===== src/rtl/alu_result_fifo_if.sv =====
// Handshake bundle between the logic unit, the result FIFO and the write-back/condition stage.
interface alu_result_fifo_if #(
  parameter int unsigned WIDTH = 16,
  parameter int unsigned CNT_W = 3
);
  logic             in_valid;
  logic             in_ready;
  logic [1:0]       in_op;
  logic [WIDTH-1:0] in_data;
  logic             out_valid;
  logic             out_ready;
  logic [WIDTH-1:0] out_data;
  logic [1:0]       out_op;
  logic             out_zero;
  logic             out_neg;
  logic [CNT_W-1:0] count;
  logic             drop_err;

  modport slave (
    input  in_valid, in_op, in_data, out_ready,
    output in_ready, out_valid, out_data, out_op, out_zero, out_neg, count, drop_err
  );

  modport master (
    output in_valid, in_op, in_data, out_ready,
    input  in_ready, out_valid, out_data, out_op, out_zero, out_neg, count, drop_err
  );
endinterface


===== src/rtl/alu_result_fifo.sv =====
// Result FIFO behind the 16-bit logic unit: tags each word with its op code and
// zero/negative flags at write time and buffers DEPTH entries with valid/ready on both sides.
module alu_result_fifo #(
  parameter int unsigned WIDTH = 16,
  parameter int unsigned DEPTH = 4,
  parameter int unsigned CNT_W = 3
) (
  input  logic               clk,
  input  logic               rst_n,
  alu_result_fifo_if.slave   bus
);

  localparam int unsigned PTR_W = (DEPTH > 1) ? $clog2(DEPTH) : 1;

  typedef struct packed {
    logic [1:0]       op;
    logic [WIDTH-1:0] data;
    logic             zero;
    logic             neg;
  } entry_t;

  entry_t           mem [DEPTH];
  logic [PTR_W-1:0] wr_ptr;
  logic [PTR_W-1:0] rd_ptr;
  logic [CNT_W-1:0] cnt;
  logic             drop;

  logic             full_c;
  logic             empty_c;
  logic             push_c;
  logic             pop_c;
  entry_t           wr_entry_c;
  entry_t           head_c;

  // Acceptance is decided from the registered count only, so a full FIFO
  // refuses a push even when the head is being popped in the same cycle.
  always_comb begin
    full_c           = (cnt == CNT_W'(DEPTH));
    empty_c          = (cnt == '0);
    push_c           = bus.in_valid && !full_c;
    pop_c            = bus.out_ready && !empty_c;
    wr_entry_c.op    = bus.in_op;
    wr_entry_c.data  = bus.in_data;
    wr_entry_c.zero  = (bus.in_data == '0);
    wr_entry_c.neg   = bus.in_data[WIDTH-1];
    head_c           = mem[rd_ptr];
  end

  // Storage and write pointer.
  always_ff @(posedge clk or negedge rst_n) begin
    if (!rst_n) begin
      for (int i = 0; i < int'(DEPTH); i++) begin
        mem[i] <= '0;
      end
      wr_ptr <= '0;
    end else if (push_c) begin
      mem[wr_ptr] <= wr_entry_c;
      wr_ptr      <= wr_ptr + PTR_W'(1);
    end
  end

  // Read pointer, occupancy and sticky overflow flag.
  always_ff @(posedge clk or negedge rst_n) begin
    if (!rst_n) begin
      rd_ptr <= '0;
      cnt    <= '0;
      drop   <= 1'b0;
    end else begin
      if (pop_c) begin
        rd_ptr <= rd_ptr + PTR_W'(1);
      end
      case ({push_c, pop_c})
        2'b10:   cnt <= cnt + CNT_W'(1);
        2'b01:   cnt <= cnt - CNT_W'(1);
        default: cnt <= cnt;
      endcase
      if (bus.in_valid && full_c) begin
        drop <= 1'b1;
      end
    end
  end

  assign bus.in_ready  = !full_c;
  assign bus.out_valid = !empty_c;
  assign bus.out_data  = head_c.data;
  assign bus.out_op    = head_c.op;
  assign bus.out_zero  = head_c.zero;
  assign bus.out_neg   = head_c.neg;
  assign bus.count     = cnt;
  assign bus.drop_err  = drop;

endmodule


===== src/flat_wrapper.sv =====
// flat-port wrapper written by rule: the top's interface ports become plain ports
module alu_result_fifo_flat 
#(
  parameter int unsigned WIDTH = 16,
  parameter int unsigned DEPTH = 4,
  parameter int unsigned CNT_W = 3
)
  (clk, rst_n, bus_in_valid, bus_in_op, bus_in_data, bus_out_ready, bus_in_ready, bus_out_valid, bus_out_data, bus_out_op, bus_out_zero, bus_out_neg, bus_count, bus_drop_err);
  alu_result_fifo_if #(.WIDTH(WIDTH), .CNT_W(CNT_W)) bus_i ();
  input  logic clk;
  input  logic rst_n;
  input wire logic [$bits(bus_i.in_valid)-1:0] bus_in_valid;
  input wire logic [$bits(bus_i.in_op)-1:0] bus_in_op;
  input wire logic [$bits(bus_i.in_data)-1:0] bus_in_data;
  input wire logic [$bits(bus_i.out_ready)-1:0] bus_out_ready;
  output wire logic [$bits(bus_i.in_ready)-1:0] bus_in_ready;
  output wire logic [$bits(bus_i.out_valid)-1:0] bus_out_valid;
  output wire logic [$bits(bus_i.out_data)-1:0] bus_out_data;
  output wire logic [$bits(bus_i.out_op)-1:0] bus_out_op;
  output wire logic [$bits(bus_i.out_zero)-1:0] bus_out_zero;
  output wire logic [$bits(bus_i.out_neg)-1:0] bus_out_neg;
  output wire logic [$bits(bus_i.count)-1:0] bus_count;
  output wire logic [$bits(bus_i.drop_err)-1:0] bus_drop_err;
  assign bus_i.in_valid = bus_in_valid;
  assign bus_i.in_op = bus_in_op;
  assign bus_i.in_data = bus_in_data;
  assign bus_i.out_ready = bus_out_ready;
  assign bus_in_ready = bus_i.in_ready;
  assign bus_out_valid = bus_i.out_valid;
  assign bus_out_data = bus_i.out_data;
  assign bus_out_op = bus_i.out_op;
  assign bus_out_zero = bus_i.out_zero;
  assign bus_out_neg = bus_i.out_neg;
  assign bus_count = bus_i.count;
  assign bus_drop_err = bus_i.drop_err;
  alu_result_fifo #(.WIDTH(WIDTH), .DEPTH(DEPTH), .CNT_W(CNT_W)) u_core (.clk(clk), .rst_n(rst_n), .bus(bus_i));
endmodule

===== config.mk =====
export PLATFORM = sky130hd
export DESIGN_NAME = alu_result_fifo_flat
export DESIGN_NICKNAME = d
export VERILOG_FILES = /design/src/rtl/alu_result_fifo_if.sv /design/src/rtl/alu_result_fifo.sv /design/src/flat_wrapper.sv
export SDC_FILE = /design/constraint.sdc
export NUM_CORES = 1
export LEC_CHECK = 0
export ABC_AREA = 1
export BUFFER_PORTS_ARGS = -buffer_cell sky130_fd_sc_hd__buf_2
export CAP_MARGIN = 10
export CORE_MARGIN = 2
export CORE_UTILIZATION = 45
export CTS_CLUSTER_SIZE = 14
export DETAILED_ROUTE_END_ITERATION = 8
export PLACE_DENSITY = 0.65
export SLEW_MARGIN = 20
export SYNTH_ARGS = -nofsm -noshare
export SYNTH_HDL_FRONTEND = slang
export SYNTH_SLANG_ARGS = --single-unit
export TNS_END_PERCENT = 1

===== constraint.sdc =====
create_clock -name clk -period 2.3 [get_ports clk]
set_input_delay 0.69 -clock clk [delete_from_list [all_inputs] [get_ports clk]]
set_output_delay 0.69 -clock clk [all_outputs]
set_load 0.01 [all_outputs]

==> impl_results.md <==
- Lkg Pwr: 0.00235 uW
- Initial DRC Count: 208
- Ports: 48
- Remaining Overflow, GRT: 0
- Avg Cell Area, Syn: 8.10 um2
- DR WL/cell: between 15 and 20 um
- PortBufs: 47
- Pin count of the biggest net entering global routing: about 50
- H-tree depth: 3
- First-pass GRT wire length: 16400 um
- Final Hold Viols: 0
- Reg2reg end: u_core.bus.count[2]
- Cell Area, Synth: approximately 3900 um2
- Post-route ant nets: 0
- Antenna violations before repair: 0
- Die extent in x: 96.8 um
- Commonest non-fill, non-tap cell in the layout: nand2_1
- Cts bufs inserted: 9
- Max IR drop VDD: 0.529 mV
- Pre-antenna DRT Iters: 5
- Psw: 2750 uW
- Layout net count: between 500 and 600
- Yosys warnings: 0
- Clock Sinks: between 80 and 90
- Comb power frac: 0.455
- Filler cell count in the final layout: 805
- Crit Path Class: reg2out
- Worst reg2reg path depth: 9
- Worst Setup End Kind: primary output
- Mux contribution to synthesized area: 0
- Crit Path Max Fanout: 14
- Via count: 3300
- Height of the die: 96.8 um
- Xor/xnor share of the synthesized area: 0.00903
- Worst clock skew: 0.00713 ns
- Root Driver: clkbuf_8
- R2R Path Start: u_core.bus.count[1]
- Fin worst setup slack: 0.0806 ns
- CTS Buffer Depth: 2
- Largest family of logic cells by synthesized area: simple AND/OR/NAND/NOR gates
- Clk slew on worst S/H paths: 0.08 ns
- Net Sw Frac: 0.408
- Placeable core area: 8300 um2
- Area grow syn2layout: 17.0%
- Vias in the first global route: ~3200
- Slew HR: 0.659
- Setup WS pre-CTS: 0.167 ns
- Worst endpoint required time: 1.61 ns
- Synth Register Bits: 84
- CP startpoint kind: flip-flop
- Placement-stage cell area: 4250 um2
- Vias per cell: 5.17
- Antenna cell count: 0
- Final worst-path cycle share: 0.965
- Setup TNS: 0 ns
- Hold WC Path Type: in2async
- Gr usage total: 0.220
- Layout cells sized above 1: 0.173
- CTS tree: done
- Finish-stage setup viols: 0
- Synth unique cells: 21
- Gp weighted congestion: 0.807
- Post-synthesis simple-gate area fraction: 0.272
- Dpl cells: 620
- Post-Synthesis Net Count: 507
- Worst-margin pin slew: 0.510 ns
- Final min period: 2.22 ns
- Synth Instances: 479
- Flop pwr share: 0.369
- # DRC: 0
- Finished Cell Area: 4540 um2
- Hold WS: 0.288 ns
- Most frequent cells in the layout: 199 x nand2_1, 82 x dfrtp_1, 56 x o21ai_0
- Clock Latency Late Sink: 0.36 ns
- Die area: 9380 um2
- Post-synthesis adder-cell area fraction: 0.0213
- Crit path arrival time: 1.53 ns
- Flop2flop setup slack: 0.33 ns
- Slew Viols, Final: 0
- FP Rows: 33
- Clock Power Share: 0.176
- Post-Layout Cell Count: between 600 and 700
- Seq/Total Area, Yosys: 0.542
- Max_cap viols: 0
- HPWL after DPL: 5970 um
- Initial cell density of the core: 0.467
- Outcome: complete, no violations
- Internal Power: 3980 uW
- Routed WL: 9640 um
- Synth Area in Compound Gates: 0.108
- F_max: about 450 MHz
- Pwr dens: 1480 nW/um2
==> final cells by class <==
cell class	instances	area, um2	area share
flip-flops and latches	84	2100	0.464
clock buffers	10	138	0.0303
clock inverters	6	87.6	0.0193
inverters	17	66.3	0.0146
repair buffers	63	417	0.0918
multi-input cells	353	1600	0.351
well taps	105	131	0.0289
==> worst max path at each step <==
stage	start	end	cells after the start
final	u_core.rd_ptr[0]	bus_out_data[15]	5
after global routing	u_core.rd_ptr[0]	bus_out_data[15]	5
after CTS	u_core.rd_ptr[0]	bus_out_data[15]	5
after detailed placement	bus_out_ready	u_core.bus.count[2]	9
after global placement	bus_out_ready	u_core.bus.count[2]	9
after floorplan	u_core.bus.count[1]	u_core.bus.count[2]	9
==> power by group through the flow <==
stage               registers, uW  clock network (uW)  logic, uW
global route                 2570                1280       3480
detailed placement           2500                   0       2960
CTS                          2480                1210       2970
global placement             2480                   0       2880
floorplan                    2420                   0       1990
finish                       2490                1180       3060
==> cell families (layout without fill, tap and decap cells) <==
kind of cell / after synthesis / count (layout)
AO/OA/AOI/OAI: 78 / 78
flip-flops: 84 / 84
buffers and inverters: 42 / 96
AND/OR/NAND/NOR: 265 / 265
adder cells (fa/ha/maj): 6 / 6
XOR/XNOR: 4 / 4
==> layer usage <==
layer  up-vias  global-route usage  wire, um
met2        95               0.356      4670
li1       1615                   -         -
met5         -                   0         0
met3        13              0.0441       492
met1      1577               0.300      4350
met4         0              0.0683       131
==> metrics by stage <==
stage          utilization  power [uW]
2_1_floorplan            -        4410
4_1_cts              0.540        6660
3_5_place_dp         0.513        5460
5_1_grt              0.547        7330
3_3_place_gp         0.513        5360
6_report             0.547        6730
==> cells in the mapped netlist <==
| library cell | instances | area share |
|---|---|---|
| a21oi_1 | 2 | 0.0026 |
| a31o_2 | 1 | 0.0023 |
| buf_2 | 9 | 0.012 |
| buf_4 | 5 | 0.0097 |
| clkbuf_1 | 11 | 0.011 |
| dfrtp_1 | 84 | 0.54 |
| fa_1 | 1 | 0.0052 |
| ha_1 | 5 | 0.016 |
| inv_1 | 17 | 0.016 |
| nand2_1 | 199 | 0.19 |
| nand2_2 | 1 | 0.0016 |
| nand2_4 | 1 | 0.0029 |
| nand3_1 | 11 | 0.014 |
| nor2_1 | 47 | 0.045 |
| nor2_2 | 1 | 0.0016 |
| nor2_4 | 4 | 0.012 |
| o21ai_0 | 56 | 0.072 |
| o22ai_1 | 19 | 0.031 |
| or2_2 | 1 | 0.0016 |
| xnor2_1 | 1 | 0.0023 |
| xor2_1 | 3 | 0.0068 |
==> repair_timing <==
item,CTS,global route
cloned,0,1
resized for setup,2,7
setup buffers,0,1
hold buffers,0,0
pin swaps,0,1
endpoints found under the setup margin,2,12
==> worst max-delay path, stage by stage (launching register included) <==
cell	delay [ns]
dfrtp_2	0.45
inv_4	0.11
buf_12	0.15
o21ai_0	0.11
o22ai_2	0.18
buf_2	0.17
==> sequential cells by signal, summed over array words and instances, names as in the netlist <==
name	flops
u_core.bus.count	3
u_core.bus.drop_err	1
u_core.mem	76
u_core.rd_ptr	2
u_core.wr_ptr	2
No activity file was read; power rests on OpenSTA's default activity.
